### config.mk
export PLATFORM = sky130hd
export DESIGN_NAME = pipeline_hazard_ctrl_flat
export DESIGN_NICKNAME = d
export VERILOG_FILES = /design/src/rtl/pipeline_hazard_ctrl_pkg.sv /design/src/rtl/pipeline_hazard_ctrl_if.sv /design/src/rtl/pipeline_hazard_ctrl_fwd_unit.sv /design/src/rtl/pipeline_hazard_ctrl.sv /design/src/flat_wrapper.sv
export SDC_FILE = /design/constraint.sdc
export NUM_CORES = 1
export LEC_CHECK = 0
export ABC_AREA = 1
export CORE_ASPECT_RATIO = 0.7
export CORE_UTILIZATION = 51
export DETAILED_ROUTE_END_ITERATION = 8
export PLACE_DENSITY = 0.9
export SYNTH_ARGS = -nofsm -noshare
export SYNTH_HDL_FRONTEND = slang
export SYNTH_SLANG_ARGS = --single-unit
export TNS_END_PERCENT = 100
### constraint.sdc
create_clock -name clk -period 4.98 [get_ports clk]
set_input_delay 1.245 -clock clk [delete_from_list [all_inputs] [get_ports clk]]
set_output_delay 1.245 -clock clk [all_outputs]
set_load 0.01 [all_outputs]
### src/rtl/pipeline_hazard_ctrl_pkg.sv
// rtl/pipeline_hazard_ctrl_pkg.sv - shared types and constants for the hazard controller
package hazard_pkg;

  // Controller FSM: free-running pipeline or frozen on a slow data-memory access
  typedef enum logic {
    RUN      = 1'b0,
    MEM_WAIT = 1'b1
  } state_t;

  // EX operand source select
  typedef logic [1:0] fwd_sel_t;
  localparam fwd_sel_t FWD_RF  = 2'b00;
  localparam fwd_sel_t FWD_MEM = 2'b01;
  localparam fwd_sel_t FWD_WB  = 2'b10;

  // Decode constants shared with the control unit
  localparam logic [6:0] OP_LOAD    = 7'b0000011;
  localparam logic [1:0] RUDATA_MEM = 2'b01;

endpackage

### src/rtl/pipeline_hazard_ctrl_if.sv
// rtl/pipeline_hazard_ctrl_if.sv - pipeline-register taps and hazard control strobes
interface pipeline_hazard_ctrl_if #(
  parameter int CNT_W = 16
) ();

  logic [4:0]       id_rs1, id_rs2;
  logic [4:0]       ex_rs1, ex_rs2, ex_rd;
  logic             ex_ruwr, ex_is_load, ex_br_taken;
  logic [4:0]       mem_rd;
  logic             mem_ruwr, mem_dm_access, dm_ready;
  logic [4:0]       wb_rd;
  logic             wb_ruwr;

  logic             pc_en, ifid_en, ifid_flush, idex_en, idex_flush;
  logic             exmem_en, memwb_en, memwb_flush;
  logic [1:0]       fwd_a, fwd_b;
  logic             dm_err;
  logic [CNT_W-1:0] stall_count, flush_count;

  // Pipeline side: drives register indices/control bits, receives strobes
  modport master (
    output id_rs1, id_rs2, ex_rs1, ex_rs2, ex_rd, ex_ruwr, ex_is_load, ex_br_taken,
           mem_rd, mem_ruwr, mem_dm_access, dm_ready, wb_rd, wb_ruwr,
    input  pc_en, ifid_en, ifid_flush, idex_en, idex_flush, exmem_en, memwb_en,
           memwb_flush, fwd_a, fwd_b, dm_err, stall_count, flush_count
  );

  // Hazard controller side
  modport slave (
    input  id_rs1, id_rs2, ex_rs1, ex_rs2, ex_rd, ex_ruwr, ex_is_load, ex_br_taken,
           mem_rd, mem_ruwr, mem_dm_access, dm_ready, wb_rd, wb_ruwr,
    output pc_en, ifid_en, ifid_flush, idex_en, idex_flush, exmem_en, memwb_en,
           memwb_flush, fwd_a, fwd_b, dm_err, stall_count, flush_count
  );

endinterface

### src/rtl/pipeline_hazard_ctrl_fwd_unit.sv
// rtl/pipeline_hazard_ctrl_fwd_unit.sv - EX operand forwarding comparator
module fwd_unit
  import hazard_pkg::*;
(
  input  logic [4:0] rs_i,
  input  logic [4:0] mem_rd_i,
  input  logic       mem_ruwr_i,
  input  logic [4:0] wb_rd_i,
  input  logic       wb_ruwr_i,
  output fwd_sel_t   sel_o
);

  // MEM holds the younger result so it wins over WB; x0 is hardwired zero
  always_comb begin
    sel_o = FWD_RF;
    if (mem_ruwr_i && (mem_rd_i != 5'd0) && (mem_rd_i == rs_i)) begin
      sel_o = FWD_MEM;
    end else if (wb_ruwr_i && (wb_rd_i != 5'd0) && (wb_rd_i == rs_i)) begin
      sel_o = FWD_WB;
    end
  end

endmodule

### src/rtl/pipeline_hazard_ctrl.sv
// rtl/pipeline_hazard_ctrl.sv - stall/flush/forward controller for the 5-stage RV32I pipeline
module pipeline_hazard_ctrl
  import hazard_pkg::*;
#(
  parameter int MEM_TIMEOUT = 16,
  parameter int CNT_W       = 16
) (
  input  logic                   clk,
  input  logic                   rst,
  pipeline_hazard_ctrl_if.slave  hz
);

  localparam int WCNT_W = $clog2(MEM_TIMEOUT + 1);

  state_t           state_q, state_d;
  logic [WCNT_W-1:0] wait_q, wait_d;
  logic [CNT_W-1:0] stall_q, flush_q;
  logic             dm_err_q;

  logic     load_use, release_c, timeout_c, stall_inc, flush_inc;
  logic     freeze_c, pc_en_c, ifid_en_c, idex_en_c;
  logic     ifid_flush_c, idex_flush_c, memwb_flush_c;
  fwd_sel_t fwd_a_c, fwd_b_c;

  fwd_unit u_fwd_a (
    .rs_i(hz.ex_rs1), .mem_rd_i(hz.mem_rd), .mem_ruwr_i(hz.mem_ruwr),
    .wb_rd_i(hz.wb_rd), .wb_ruwr_i(hz.wb_ruwr), .sel_o(fwd_a_c)
  );

  fwd_unit u_fwd_b (
    .rs_i(hz.ex_rs2), .mem_rd_i(hz.mem_rd), .mem_ruwr_i(hz.mem_ruwr),
    .wb_rd_i(hz.wb_rd), .wb_ruwr_i(hz.wb_ruwr), .sel_o(fwd_b_c)
  );

  // rs2 is compared even for I-type: a spurious stall is cheaper than decoding format here
  assign load_use = hz.ex_is_load && hz.ex_ruwr && (hz.ex_rd != 5'd0) &&
                    ((hz.ex_rd == hz.id_rs1) || (hz.ex_rd == hz.id_rs2));

  // Next-state and strobe decode; a released or timed-out wait falls through to the RUN rules
  always_comb begin
    state_d       = state_q;
    wait_d        = wait_q;
    release_c     = 1'b0;
    timeout_c     = 1'b0;
    freeze_c      = 1'b0;
    stall_inc     = 1'b0;
    flush_inc     = 1'b0;
    pc_en_c       = 1'b1;
    ifid_en_c     = 1'b1;
    idex_en_c     = 1'b1;
    ifid_flush_c  = 1'b0;
    idex_flush_c  = 1'b0;
    memwb_flush_c = 1'b0;
    case (state_q)
      RUN: begin
        if (hz.mem_dm_access && !hz.dm_ready) begin
          freeze_c  = 1'b1;
          stall_inc = 1'b1;
          wait_d    = WCNT_W'(1);
          state_d   = MEM_WAIT;
        end else begin
          release_c = 1'b1;
        end
      end
      MEM_WAIT: begin
        if (hz.dm_ready) begin
          release_c = 1'b1;
          state_d   = RUN;
        end else if (wait_q == WCNT_W'(MEM_TIMEOUT)) begin
          release_c = 1'b1;
          timeout_c = 1'b1;
          state_d   = RUN;
        end else begin
          freeze_c  = 1'b1;
          stall_inc = 1'b1;
          wait_d    = wait_q + 1'b1;
        end
      end
      default: state_d = RUN;
    endcase
    if (release_c) begin
      // A taken branch squashes the dependent ID instruction, so it outranks load-use
      if (hz.ex_br_taken) begin
        ifid_flush_c = 1'b1;
        idex_flush_c = 1'b1;
        flush_inc    = 1'b1;
      end else if (load_use) begin
        pc_en_c      = 1'b0;
        ifid_en_c    = 1'b0;
        idex_flush_c = 1'b1;
        stall_inc    = 1'b1;
      end
    end
    // The timed-out access must not reach the register file
    if (timeout_c) memwb_flush_c = 1'b1;
    if (freeze_c) begin
      pc_en_c   = 1'b0;
      ifid_en_c = 1'b0;
      idex_en_c = 1'b0;
    end
  end

  // FSM, wait counter, saturating counters and registered error pulse
  always_ff @(posedge clk or posedge rst) begin
    if (rst) begin
      state_q  <= RUN;
      wait_q   <= '0;
      stall_q  <= '0;
      flush_q  <= '0;
      dm_err_q <= 1'b0;
    end else begin
      state_q  <= state_d;
      wait_q   <= wait_d;
      dm_err_q <= timeout_c;
      if (stall_inc && (stall_q != {CNT_W{1'b1}})) stall_q <= stall_q + 1'b1;
      if (flush_inc && (flush_q != {CNT_W{1'b1}})) flush_q <= flush_q + 1'b1;
    end
  end

  assign hz.pc_en       = !rst && pc_en_c;
  assign hz.ifid_en     = !rst && ifid_en_c;
  assign hz.idex_en     = !rst && idex_en_c;
  assign hz.exmem_en    = !rst && !freeze_c;
  assign hz.memwb_en    = !rst && !freeze_c;
  assign hz.ifid_flush  = rst || ifid_flush_c;
  assign hz.idex_flush  = rst || idex_flush_c;
  assign hz.memwb_flush = rst || memwb_flush_c;
  assign hz.fwd_a       = rst ? FWD_RF : fwd_a_c;
  assign hz.fwd_b       = rst ? FWD_RF : fwd_b_c;
  assign hz.dm_err      = dm_err_q;
  assign hz.stall_count = stall_q;
  assign hz.flush_count = flush_q;

endmodule

### src/flat_wrapper.sv
// flat-port wrapper written by rule: the top's interface ports become plain ports
module pipeline_hazard_ctrl_flat import hazard_pkg::*;
#(
  parameter int MEM_TIMEOUT = 16,
  parameter int CNT_W       = 16
)
  (clk, rst, hz_id_rs1, hz_id_rs2, hz_ex_rs1, hz_ex_rs2, hz_ex_rd, hz_ex_ruwr, hz_ex_is_load, hz_ex_br_taken, hz_mem_rd, hz_mem_ruwr, hz_mem_dm_access, hz_dm_ready, hz_wb_rd, hz_wb_ruwr, hz_pc_en, hz_ifid_en, hz_ifid_flush, hz_idex_en, hz_idex_flush, hz_exmem_en, hz_memwb_en, hz_memwb_flush, hz_fwd_a, hz_fwd_b, hz_dm_err, hz_stall_count, hz_flush_count);
  pipeline_hazard_ctrl_if #(.CNT_W(CNT_W)) hz_i ();
  input  logic clk;
  input  logic rst;
  input wire logic [$bits(hz_i.id_rs1)-1:0] hz_id_rs1;
  input wire logic [$bits(hz_i.id_rs2)-1:0] hz_id_rs2;
  input wire logic [$bits(hz_i.ex_rs1)-1:0] hz_ex_rs1;
  input wire logic [$bits(hz_i.ex_rs2)-1:0] hz_ex_rs2;
  input wire logic [$bits(hz_i.ex_rd)-1:0] hz_ex_rd;
  input wire logic [$bits(hz_i.ex_ruwr)-1:0] hz_ex_ruwr;
  input wire logic [$bits(hz_i.ex_is_load)-1:0] hz_ex_is_load;
  input wire logic [$bits(hz_i.ex_br_taken)-1:0] hz_ex_br_taken;
  input wire logic [$bits(hz_i.mem_rd)-1:0] hz_mem_rd;
  input wire logic [$bits(hz_i.mem_ruwr)-1:0] hz_mem_ruwr;
  input wire logic [$bits(hz_i.mem_dm_access)-1:0] hz_mem_dm_access;
  input wire logic [$bits(hz_i.dm_ready)-1:0] hz_dm_ready;
  input wire logic [$bits(hz_i.wb_rd)-1:0] hz_wb_rd;
  input wire logic [$bits(hz_i.wb_ruwr)-1:0] hz_wb_ruwr;
  output wire logic [$bits(hz_i.pc_en)-1:0] hz_pc_en;
  output wire logic [$bits(hz_i.ifid_en)-1:0] hz_ifid_en;
  output wire logic [$bits(hz_i.ifid_flush)-1:0] hz_ifid_flush;
  output wire logic [$bits(hz_i.idex_en)-1:0] hz_idex_en;
  output wire logic [$bits(hz_i.idex_flush)-1:0] hz_idex_flush;
  output wire logic [$bits(hz_i.exmem_en)-1:0] hz_exmem_en;
  output wire logic [$bits(hz_i.memwb_en)-1:0] hz_memwb_en;
  output wire logic [$bits(hz_i.memwb_flush)-1:0] hz_memwb_flush;
  output wire logic [$bits(hz_i.fwd_a)-1:0] hz_fwd_a;
  output wire logic [$bits(hz_i.fwd_b)-1:0] hz_fwd_b;
  output wire logic [$bits(hz_i.dm_err)-1:0] hz_dm_err;
  output wire logic [$bits(hz_i.stall_count)-1:0] hz_stall_count;
  output wire logic [$bits(hz_i.flush_count)-1:0] hz_flush_count;
  assign hz_i.id_rs1 = hz_id_rs1;
  assign hz_i.id_rs2 = hz_id_rs2;
  assign hz_i.ex_rs1 = hz_ex_rs1;
  assign hz_i.ex_rs2 = hz_ex_rs2;
  assign hz_i.ex_rd = hz_ex_rd;
  assign hz_i.ex_ruwr = hz_ex_ruwr;
  assign hz_i.ex_is_load = hz_ex_is_load;
  assign hz_i.ex_br_taken = hz_ex_br_taken;
  assign hz_i.mem_rd = hz_mem_rd;
  assign hz_i.mem_ruwr = hz_mem_ruwr;
  assign hz_i.mem_dm_access = hz_mem_dm_access;
  assign hz_i.dm_ready = hz_dm_ready;
  assign hz_i.wb_rd = hz_wb_rd;
  assign hz_i.wb_ruwr = hz_wb_ruwr;
  assign hz_pc_en = hz_i.pc_en;
  assign hz_ifid_en = hz_i.ifid_en;
  assign hz_ifid_flush = hz_i.ifid_flush;
  assign hz_idex_en = hz_i.idex_en;
  assign hz_idex_flush = hz_i.idex_flush;
  assign hz_exmem_en = hz_i.exmem_en;
  assign hz_memwb_en = hz_i.memwb_en;
  assign hz_memwb_flush = hz_i.memwb_flush;
  assign hz_fwd_a = hz_i.fwd_a;
  assign hz_fwd_b = hz_i.fwd_b;
  assign hz_dm_err = hz_i.dm_err;
  assign hz_stall_count = hz_i.stall_count;
  assign hz_flush_count = hz_i.flush_count;
  pipeline_hazard_ctrl #(.MEM_TIMEOUT(MEM_TIMEOUT), .CNT_W(CNT_W)) u_core (.clk(clk), .rst(rst), .hz(hz_i));
endmodule
### Yosys cells after proc, flatten, opt, wreduce, memory -nomap -nowiden

Cells that the tools add are included.

* add/sub/neg operators: 3
* equality and inequality tests: 12
* multiplexer cells: 34
* bitwise operators: 1
* reductions and logical operators: 26

Operator list (number)
* $add A16 B1 Y16 const B: 2
* $ne A16 B16 Y1 const B: 2
* $eq A5 B5 Y1: 6
* $mux W1: 22
* $logic_and A1 B1 Y1: 15
* $mux W5: 3
* $reduce_bool A5 Y1: 3
* $mux W2: 6
* $pmux W5 S2: 1
* $add A5 B1 Y5 const B: 1
* $eq A5 B5 Y1 const B: 1
* $logic_or A1 B1 Y1: 4
* $ne A2 B2 Y1 const B: 2
* $pmux W1 S2: 2
* $logic_not A1 Y1: 3
* $reduce_and A3 Y1: 1
* $ne A2 B1 Y1 const B: 1
* $not A1 Y1: 1

* flip-flop bits (word level): 39
* bits of input ports: 44
* output and inout bits: 45

### Depth between registers and ports, before layout

Gate-level depths: netlist of the first run.

* depth in word-level cells: 8
* depth in mapped cells: 12
* mapped depth without buffers: 11

### Hierarchy

From an unflattened synthesis of the first run, not the netlist that was laid out.

* cells, all modules: 465
* area total of the unflattened synthesis: 3059.2 sq um

Modules (own cells, without submodules)
* pipeline_hazard_ctrl: instances 1, cells an instance 365, area each 2631.3 sq um, sequential area each 975.9 sq um
* fwd_unit: instances 2, cells an instance 50, area each 214.0 sq um, sequential area each 0.0 sq um

### Worst setup path after synthesis of the first run

OpenSTA, ideal clock, no wires.

* path kind: input port to output port
* from: in rst
* to: out hz_idex_en
* arrival: 2515 ps
* data required time: 3735 ps
* slack: 1220 ps
* stages on the path: 4
* path through: inv_1 > nand2_1 > inv_1 > buf_4

* cells in the longest elaborated chain, start to end: 2

RTL lines
* from (decl): line flat_wrapper.sv:10 `input logic rst;`
* $logic_not A1 Y1 (no source line)
* $logic_and A1 B1 Y1: line pipeline_hazard_ctrl.sv:122 `assign hz.idex_en = !rst && idex_en_c;`
* to (decl): line flat_wrapper.sv:28 `output wire logic [$bits(hz_i.idex_en)-1:0] hz_idex_en;`

Every way passes these cells.

### Worst setup path after layout of the first run

* from: in hz_dm_ready
* to: out hz_ifid_en

* elaborated cells between the ends (all ways): 11
* classes of those cells: mux (8); reduce/logical (3)

RTL lines
* from (decl): line flat_wrapper.sv:22 `input wire logic [$bits(hz_i.dm_ready)-1:0] hz_dm_ready;`
* $logic_not A1 Y1: line pipeline_hazard_ctrl.sv:56 `if (hz.mem_dm_access && !hz.dm_ready) begin`
* $logic_and A1 B1 Y1: line pipeline_hazard_ctrl.sv:56
* $mux W1: line pipeline_hazard_ctrl.sv:56
* $pmux W1 S2 (*): line pipeline_hazard_ctrl.sv:54 `case (state_q)`
* named net u_core.freeze_c: line pipeline_hazard_ctrl.sv:21 `logic freeze_c, pc_en_c, ifid_en_c, idex_en_c;`
* $mux W1 (*): line pipeline_hazard_ctrl.sv:96 `if (freeze_c) begin`
* $logic_and A1 B1 Y1 (*): line pipeline_hazard_ctrl.sv:121 `assign hz.ifid_en = !rst && ifid_en_c;`
* to (decl): line flat_wrapper.sv:26 `output wire logic [$bits(hz_i.ifid_en)-1:0] hz_ifid_en;`

The timed path passes the listed nets; every way through them passes the cells marked *.

==> reports/results.tsv, run 1 <==
metric	value	unit
max_clock_freq	0.2187	GHz
clkLatencyLatePin	0.30	ns
route.detailed.drc	0	
ctsRootBufferMaster	sky130_fd_sc_hd__clkbuf_8	
clock_skew	0.009644	ns
outcome	completed	
tritoncts	built	
ctsHtreeMaxLevel	2	
final_estimated_routing_congestion_in_global_placement	0.9103	
ys_seq_elements	39	
relSlewSlack	0.7035	
synth.avg_cell_area	7.150	um2
mux_contribution_to_synthesized_area	0	
cts.repair_timing.setup_buffer_count	0	
grt_setup_unrepaired	false	
tritoncts.num_buffers	5	
i_o_pin_total	89	
finish.utilization	0.7327	
vdd_drop_max	0.2147	mV
tightest_slew	0.4413	ns
insertedDiodeCount	0	
worst_r2r_startpoint	u_core.wait_q[0]	
design.core.area	5285	um2
post_synth_xor_area_fraction	0.1454	
nature_of_the_critical_path_endpoint	primary output	
critical_path_required	3.73	ns
min_path_cells	2	
layout.filler_cells	410	
grt_usage	0.2645	
post_dr_wirelength_cell	12.90	um
totalWireLength	7.197	mm
worstPathArrival	3.33	ns
buffer_and_inverter_count_on_the_worst_path	4	
hold_class	reg -> reg	
drt_pass_1_iters	5	
critPathMaxStageDelay	0.59	ns
initial_utilization	0.5357	
syn_inst	396	
grt_start_max_net_pins	25	
synthToLayoutAreaGrowth	36.77	%
postCtsResizedCells	0	
placement.io_buffers	88	
num_vias	2821	
maximum_clock_insertion_buffer_count	2	
cp_cell_sequence	clkdlybuf4s50_1, inv_1, nand3_1, nand2_2, clkinv_2, nand2_2, nor2_1, clkdlybuf4s50_1	
post_layout_nonfiller_instances	558	
nets	533	
synth_compound_area_frac	0.03491	
crit_path_max_fanout	18	
final-max-slew-violation-count	0	
rows	22	
die-height	64.34	um
worst_hold_slack_across_all_endpoints	0.5688	ns
critical_path_class	in -> out	
multiInputGateArea	1612	um2
drt.antenna.violating_nets	0	
clock_tree_sinks	39	
global_route_congestion_overflow_total	0	
clk_transition_reported_paths	0.08	ns
syn-num-nets	444	
worst_hold_startpoint	u_core.wait_q[4]	
worst_path_dominant_cell_family	buffers and inverters	
synth_area	2831	um2
synth_top_family_by_area	simple AND/OR/NAND/NOR gates	
power-per-cell-area	280.2	nW/um2
dr.first_iter.drc_count	159	
finalHoldViolCount	0	
yosys_warnings	0	
max_cap_viol_count	0	
setup.worst_path.start	hz_dm_ready	
post-route-period-util	0.9182	
post_synth_and_or_nand_nor_area_fraction	0.3712	
timing.critical_path.from_type	input port	
dp.final_hpwl	5.617	mm
p_leak	1.807	nW
setup_viol	0	
fin_tns_setup	0	ns
antenna_found_initial	0	
hold_buffers	0	
synth-seq-area-share	0.3447	
chipWidth	91.06	um
cpMaxStageDelayCell	sky130_fd_sc_hd__clkdlybuf4s50_1	
first_pass_grt_wire_length	12.24	mm
synth_adder_area_share	0.01768	
timing.critical_path.depth	8	
avgViaCountPerCell	5.056	
post-place-cells	550	
drive_above_1_share	0.05761	
worstRegToRegCells	10	
synth_cell_type_count	27	
fp.dieArea	5858	um2
number_of_global_route_vias_before_repair	2669	
layout_min_cycle_time	4.573	ns
sequential_cell_area	975.9	um2
## state kept, by name, summed over array words and instances, names as in the netlist
signal and count:
u_core.hz.dm_err 1, u_core.hz.flush_count 16, u_core.hz.stall_count 16, u_core.state_q 1
u_core.wait_q 5
## final timing paths
kind	to	slack, ns
min in group asynchronous	u_core.wait_q[1]	1.53
hold / removal	u_core.wait_q[4]	0.57
hold reg to reg	u_core.wait_q[4]	0.57
max in group asynchronous	u_core.hz.stall_count[15]	3.16
setup reg to reg	u_core.hz.stall_count[11]	2.93
setup / recovery	hz_ifid_en	0.41
## tightest hold or removal path, cell delays in order (launching register included)
cell	delay [ns]
sky130_fd_sc_hd__dfrtp_1	0.40
sky130_fd_sc_hd__nand2_1	0.07
sky130_fd_sc_hd__o21ai_0	0.06
## Yosys cell counts
cell	n	share of area
sky130_fd_sc_hd__o21ai_0	10	0.018
sky130_fd_sc_hd__inv_1	42	0.056
sky130_fd_sc_hd__or2_2	4	0.0088
sky130_fd_sc_hd__a21oi_1	3	0.0053
sky130_fd_sc_hd__inv_2	5	0.0066
sky130_fd_sc_hd__nor2_4	2	0.0080
sky130_fd_sc_hd__nand3_1	44	0.078
sky130_fd_sc_hd__buf_6	2	0.0080
sky130_fd_sc_hd__nand3b_1	1	0.0027
sky130_fd_sc_hd__nand4_1	11	0.024
sky130_fd_sc_hd__o21ai_1	5	0.0088
sky130_fd_sc_hd__nor4_1	2	0.0044
sky130_fd_sc_hd__buf_2	2	0.0035
sky130_fd_sc_hd__nand2_1	119	0.16
sky130_fd_sc_hd__nand4_4	1	0.0075
sky130_fd_sc_hd__nor3_1	8	0.014
sky130_fd_sc_hd__nand3_4	2	0.012
sky130_fd_sc_hd__o41ai_1	1	0.0031
sky130_fd_sc_hd__nand2_4	1	0.0040
sky130_fd_sc_hd__buf_4	4	0.011
sky130_fd_sc_hd__ha_1	4	0.018
sky130_fd_sc_hd__clkinv_2	1	0.0018
sky130_fd_sc_hd__dfrtp_1	39	0.34
sky130_fd_sc_hd__xnor2_1	28	0.087
sky130_fd_sc_hd__nand2_2	2	0.0044
sky130_fd_sc_hd__nor2_1	34	0.045
sky130_fd_sc_hd__xor2_1	19	0.059
## layout make-up
type                            count  share of cell area
Multi-Input combinational cell    301              0.4162
Inverter                           48             0.04685
Clock inverter                      2            0.009047
Sequential cell                    39              0.2520
Clock buffer                        6             0.02132
Tap cell                           72             0.02326
Timing Repair Buffer               90              0.2313
## per-stage QoR
stage | setup WS, ns | power (mW) | instance area [um2]
global route | 0.2596 | 1.153 | 3872
detailed placement | 0.4171 | 0.8110 | 3755
CTS | 0.4046 | 1.091 | 3872
global placement | 0.5605 | 0.7949 | 3755
floorplan | 1.220 | 0.6281 | 2831
finish | 0.4073 | 1.085 | 3872
## layout by cell type (no fill, tap or decap)
| master | synthesis | routed |
|---|---|---|
| sky130_fd_sc_hd__o21ai_0 | 10 | 10 |
| sky130_fd_sc_hd__nand3_4 | 2 | 2 |
| sky130_fd_sc_hd__o21ai_1 | 5 | 5 |
| sky130_fd_sc_hd__nor2_4 | 2 | 2 |
| sky130_fd_sc_hd__nand3_1 | 44 | 44 |
| sky130_fd_sc_hd__clkbuf_8 | 0 | 6 |
| sky130_fd_sc_hd__inv_2 | 5 | 5 |
| sky130_fd_sc_hd__nand2_1 | 119 | 119 |
| sky130_fd_sc_hd__o41ai_1 | 1 | 1 |
| sky130_fd_sc_hd__nand4_4 | 1 | 1 |
| sky130_fd_sc_hd__nor2_1 | 34 | 34 |
| sky130_fd_sc_hd__nand2_2 | 2 | 2 |
| sky130_fd_sc_hd__buf_4 | 4 | 2 |
| sky130_fd_sc_hd__clkinv_2 | 1 | 2 |
| sky130_fd_sc_hd__bufinv_16 | 0 | 1 |
| sky130_fd_sc_hd__nand2_4 | 1 | 1 |
| sky130_fd_sc_hd__nor3_1 | 8 | 8 |
| sky130_fd_sc_hd__xnor2_1 | 28 | 28 |
| sky130_fd_sc_hd__xor2_1 | 19 | 19 |
| sky130_fd_sc_hd__inv_1 | 42 | 42 |
| sky130_fd_sc_hd__dfrtp_1 | 39 | 39 |
| sky130_fd_sc_hd__nor4_1 | 2 | 2 |
| sky130_fd_sc_hd__ha_1 | 4 | 4 |
| sky130_fd_sc_hd__or2_2 | 4 | 4 |
| sky130_fd_sc_hd__clkdlybuf4s50_1 | 0 | 88 |
| sky130_fd_sc_hd__nand3b_1 | 1 | 1 |
| sky130_fd_sc_hd__a21oi_1 | 3 | 3 |
| sky130_fd_sc_hd__nand4_1 | 11 | 11 |
## cells by family (layout without fill, tap and decap cells)
kind of cell	Yosys count	after routing
AO/OA/AOI/OAI	19	19
XOR/XNOR	47	47
adder cells (fa/ha/maj)	4	4
buffers and inverters	56	146
flip-flops	39	39
AND/OR/NAND/NOR	231	231
## where the power goes
| group | total (mW) | switching, mW | internal (mW) |
|---|---|---|---|
| logic | 0.367 | 0.177 | 0.189 |
| clock network | 0.277 | 0.115 | 0.162 |
| registers | 0.441 | 0.0730 | 0.368 |
## metal layers
metal,share of wire,track usage,up-vias
met5,0,0,-
met4,0.013,0.08135,0
met3,0.056,0.05119,9
met2,0.48,0.4441,79
met1,0.45,0.3473,1303
li1,-,-,1430
Note: power is estimated with default switching activity, not from simulation.
==> inputs of run 2 (changes only) <==
- CORE_UTILIZATION: 51 -> 31
- PLACE_DENSITY: 0.9 -> 0.6
==> run 2 against run 1 <==
Effect of this change: sequential share of layout area is 0.63 points lower; final area is 2.6% higher; clock skew is 0.0038 ns lower; power is 3.1% higher; global-route usage is 9.8 points lower; sequential cell count stayed put; sequential power hardly changed; combinational power hardly changed; clock power is 12% higher; largest power group unchanged.
==> reports/results.tsv, run 2 (synthesis gave the netlist of run 1 again) <==
metric	value	unit
global_route_congestion_overflow_total	0	
vdd_drop_max	0.1732	mV
worstPathArrival	2.97	ns
sw_frac_of_total	0.3339	
initial_utilization	0.3272	
antenna_found_initial	0	
grt_setup_unrepaired	false	
p_leak	1.823	nW
worst_r2r_startpoint	u_core.wait_q[0]	
clkLatencyLatePin	0.28	ns
power_switching	0.3734	mW
avgViaCountPerCell	4.507	
max_cap_viol_count	0	
rows	28	
clock_power_share	0.277	
finish.utilization	0.4589	
chipWidth	116.2	um
design_power_total	1.118	mW
finalHoldViolCount	0	
maximum_clock_insertion_buffer_count	2	
worst_path_dominant_cell_family	buffers and inverters	
grt_start_max_net_pins	20	
dr.first_iter.drc_count	99	
drt_pass_1_iters	4	
worst_hold_startpoint	u_core.wait_q[4]	
share_seq_of_total_power	0.396	
setup.worst_path.start	hz_mem_rd[3]	
dp.final_hpwl	5.814	mm
internal_power	0.7447	mW
drive_above_1_share	0.05943	
cpMaxStageDelayCell	sky130_fd_sc_hd__clkdlybuf4s50_1	
outcome	completed	
clk_transition_reported_paths	0.06	ns
placement.io_buffers	88	
route.detailed.drc	0	
totalWireLength	7.306	mm
layout_commonest_cell	sky130_fd_sc_hd__nand2_1	
setup_viol	0	
final_cell_mix	sky130_fd_sc_hd__nand2_1 (119), sky130_fd_sc_hd__clkdlybuf4s50_1 (88), sky130_fd_sc_hd__nand3_1 (44), sky130_fd_sc_hd__inv_1 (42), sky130_fd_sc_hd__dfrtp_1 (39)	
i_o_pin_total	89	
final_estimated_routing_congestion_in_global_placement	0.8735	
tritoncts.num_buffers	5	
hold_buffers	0	
clock_skew	0.005810	ns
relSlewSlack	0.7886	
grt_usage	0.1669	
crit_path_max_fanout	3	
power-per-cell-area	281.5	nW/um2
finalWorstSetupSlack	0.7604	ns
hold_class	reg -> reg	
die-height	81.96	um
tightest_slew	0.3147	ns
timing.critical_path.from_type	input port	
post_layout_nonfiller_instances	608	
num_vias	2740	
p_comb_frac	0.326	
post-place-cells	600	
critical_path_class	in -> out	
fin_tns_setup	0	ns
postCtsResizedCells	0	
critical_path_required	3.73	ns
layout_min_cycle_time	4.220	ns
post_dr_wirelength_cell	12.02	um
cts.repair_timing.setup_buffer_count	0	
final-max-slew-violation-count	0	
design.core.area	8653	um2
drt.antenna.violating_nets	0	
fp.dieArea	9526	um2
layout.filler_cells	878	
cp_cell_sequence	clkdlybuf4s50_1, nor2_1, nand2_1, o21ai_0, inv_1, nand2_1, nand3_1, nor2_1, clkdlybuf4s50_1	
synthToLayoutAreaGrowth	40.26	%
buffer_and_inverter_count_on_the_worst_path	3	
clock_tree_sinks	39	
nets	535	
post-route-period-util	0.8473	
post-place-ws	0.7566	ns
insertedDiodeCount	0	
critPathMaxStageDelay	0.54	ns
ctsHtreeMaxLevel	2	
max_clock_freq	0.2370	GHz
tritoncts	built	
first_pass_grt_wire_length	12.44	mm
number_of_global_route_vias_before_repair	2647	
ctsRootBufferMaster	sky130_fd_sc_hd__clkbuf_16	
nature_of_the_critical_path_endpoint	primary output	
[run 2: worst register-to-register path, delay by kind of cell, from the launching register on]
family                     cells  cell delay (ns)
DFF                            1             0.36
adders and majority gates      1             0.21
and+or+nand+nor                7             0.84
buffers and inverters          3             0.48
[run 2: final timing paths]
path	to	slack (ns)	cells after the start
setup / recovery	hz_fwd_a[1]	0.76	9
hold / removal	u_core.wait_q[4]	0.54	2
setup reg to reg	u_core.hz.stall_count[15]	2.99	11
hold reg to reg	u_core.wait_q[4]	0.54	2
max in group asynchronous	u_core.hz.flush_count[6]	3.23	3
min in group asynchronous	u_core.hz.stall_count[14]	1.53	3
[run 2: metrics by stage]
step           area (um2)  hold slack (ns)
2_1_floorplan        2831           0.4892
3_3_place_gp         3830           0.5144
3_5_place_dp         3830           0.5325
4_1_cts              3971           0.5468
5_1_grt              3971           0.6085
6_report             3971           0.5368
[run 2: final cells by class]
cell class	instances	area [um2]	area share
clock buffers	6	128.9	0.03245
clock inverters	2	12.51	0.003151
inverters	48	181.4	0.04568
multi-input cells	301	1612	0.4058
flip-flops and latches	39	975.9	0.2457
well taps	120	150.1	0.03781
repair buffers	92	910.9	0.2294
[run 2: layer usage]
metal / part of all wire / global-route usage
met1: 0.53 / 0.2404
met2: 0.42 / 0.2574
met3: 0.048 / 0.03395
met4: 0.0052 / 0.03077
met5: 0 / 0
[run 2: power by group through the flow]
stage	Clock [mW]	Sequential [mW]	Combinational (mW)
final	0.310	0.443	0.365
after global routing	0.335	0.453	0.407
after CTS	0.320	0.443	0.369
after detailed placement	0	0.446	0.367
after global placement	0	0.446	0.362
after floorplan	0	0.449	0.179
==> inputs of run 3 (changes only) <==
- PLACE_DENSITY: 0.6 -> 0.62
- clock period: 4.98 -> 3.8 ns (I/O delays scaled with it)
==> run 3 against run 2 <==
Effect of this change: core utilization increased by 0.49 points; final area is 1.1% higher; clock skew rose by 0.0030 ns; die area did not move; cell count is 0.16% lower; register-to-register slack got worse by 1.2 ns; critical path depth did not move; non-clock buffer count is 1 lower; clock power increased by 75%.
==> reports/results.tsv, run 3 (synthesis gave the netlist of run 1 again) <==
metric	value	unit
outcome	completed	
power-per-cell-area	397.1	nW/um2
die-height	81.96	um
antenna_found_initial	0	
grt_usage	0.1675	
internal_power	1.110	mW
insertedDiodeCount	0	
vdd_drop_max	0.3043	mV
postCtsResizedCells	0	
tritoncts	built	
max_cap_viol_count	0	
drt_pass_1_iters	4	
hold_buffers	0	
post_dr_wirelength_cell	12.22	um
critical_path_required	2.85	ns
max_clock_freq	0.2748	GHz
rows	28	
post-place-ws	0.1591	ns
post-route-period-util	0.9578	
clock_skew	0.008801	ns
clkLatencyLatePin	0.29	ns
global_route_congestion_overflow_total	0	
final-max-slew-violation-count	0	
clk_transition_reported_paths	0.06	ns
share_seq_of_total_power	0.360	
design.core.area	8653	um2
tightest_slew	0.3472	ns
dr.first_iter.drc_count	153	
drt.antenna.violating_nets	0	
final_estimated_routing_congestion_in_global_placement	0.8377	
initial_utilization	0.3272	
ctsRootBufferMaster	sky130_fd_sc_hd__clkbuf_16	
hold_class	reg -> reg	
crit_path_max_fanout	3	
ctsHtreeMaxLevel	2	
fin_tns_setup	0	ns
p_comb_frac	0.299	
nature_of_the_critical_path_endpoint	primary output	
placement.io_buffers	88	
setup_viol	0	
avgViaCountPerCell	4.530	
layout_min_cycle_time	3.640	ns
clock_tree_sinks	39	
sw_frac_of_total	0.3036	
grt_setup_unrepaired	false	
nets	534	
globalRouteMet3Util	0.03469	
worstPathArrival	2.69	ns
cts.repair_timing.setup_buffer_count	0	
drive_above_1_share	0.05749	
post-place-cells	599	
synthToLayoutAreaGrowth	41.76	%
global_route.usage.met2	0.2503	
i_o_pin_total	89	
finalWorstSetupSlack	0.1603	ns
dp.final_hpwl	5.810	mm
layout.filler_cells	875	
p_leak	1.861	nW
grt_most_used_layer	met2	
first_pass_grt_wire_length	12.32	mm
num_vias	2750	
globalRouteMet1Util	0.2401	
critical_path_class	in -> out	
totalWireLength	7.415	mm
final_cell_mix	sky130_fd_sc_hd__nand2_1 (119), sky130_fd_sc_hd__clkdlybuf4s50_1 (87), sky130_fd_sc_hd__nand3_1 (44), sky130_fd_sc_hd__inv_1 (42), sky130_fd_sc_hd__dfrtp_1 (39)	
power_switching	0.4838	mW
layout_commonest_cell	sky130_fd_sc_hd__nand2_1	
sequential_cell_area	975.9	um2
relSlewSlack	0.7668	
route.detailed.drc	0	
multiInputGateArea	1612	um2
chipWidth	116.2	um
post_layout_nonfiller_instances	607	
clock_power_share	0.341	
maximum_clock_insertion_buffer_count	2	
finalHoldViolCount	0	
timing.critical_path.from_type	input port	
fp.dieArea	9526	um2
grt_start_max_net_pins	24	
tritoncts.num_buffers	5	
number_of_global_route_vias_before_repair	2585	
run 3: final timing paths:
path / start / to / slack, ns / depth (start not counted)
worst max-delay path: hz_mem_rd[3] / hz_fwd_b[1] / 0.16 / 9
worst min-delay path: u_core.hz.stall_count[1] / u_core.hz.stall_count[1] / 0.55 / 2
worst max register to register: u_core.wait_q[0] / u_core.hz.stall_count[0] / 1.81 / 11
worst min register to register: u_core.hz.stall_count[1] / u_core.hz.stall_count[1] / 0.55 / 2
max in group asynchronous: rst / u_core.hz.stall_count[15] / 2.21 / 3
min in group asynchronous: rst / u_core.hz.flush_count[7] / 1.33 / 3
run 3: routing by layer:
layer  wire length, um  part of all wire
met5                 0                 0
met2              3158              0.43
met3               375             0.051
met1              3784              0.51
met4                96             0.013
run 3: area by class of cell:
type | instances | share of cell area
inverters | 48 | 0.04520
clock buffers | 6 | 0.03211
well taps | 120 | 0.03741
repair buffers | 91 | 0.2257
flip-flops and latches | 39 | 0.2431
clock inverters | 2 | 0.01496
multi-input cells | 301 | 0.4015
run 3: through the flow:
step                area, um2  hold slack [ns]  total power [mW]  utilization
floorplan                2831           0.4892            0.8231            -
global placement         3822           0.5313             1.054       0.4417
detailed placement       3822           0.5386             1.061       0.4417
CTS                      4011           0.5521             1.618       0.4636
global route             4014           0.5808             1.699       0.4639
finish                   4014           0.5462             1.594       0.4639
run 3: power groups by stage:
stage / clock network [mW] / registers [mW] / logic [mW]
after floorplan: 0 / 0.589 / 0.235
after global placement: 0 / 0.580 / 0.474
after detailed placement: 0 / 0.581 / 0.480
after CTS: 0.561 / 0.574 / 0.483
after global routing: 0.572 / 0.589 / 0.538
final: 0.543 / 0.574 / 0.477
run 3: critical path: stages:
cell and delay (ns):
sky130_fd_sc_hd__clkdlybuf4s50_1 0.48, sky130_fd_sc_hd__nor2_1 0.15, sky130_fd_sc_hd__nand2_1 0.06, sky130_fd_sc_hd__o21ai_0 0.13, sky130_fd_sc_hd__inv_1 0.07, sky130_fd_sc_hd__nand2_1 0.13
sky130_fd_sc_hd__nand3_1 0.09, sky130_fd_sc_hd__nor2_1 0.10, sky130_fd_sc_hd__clkdlybuf4s50_1 0.54
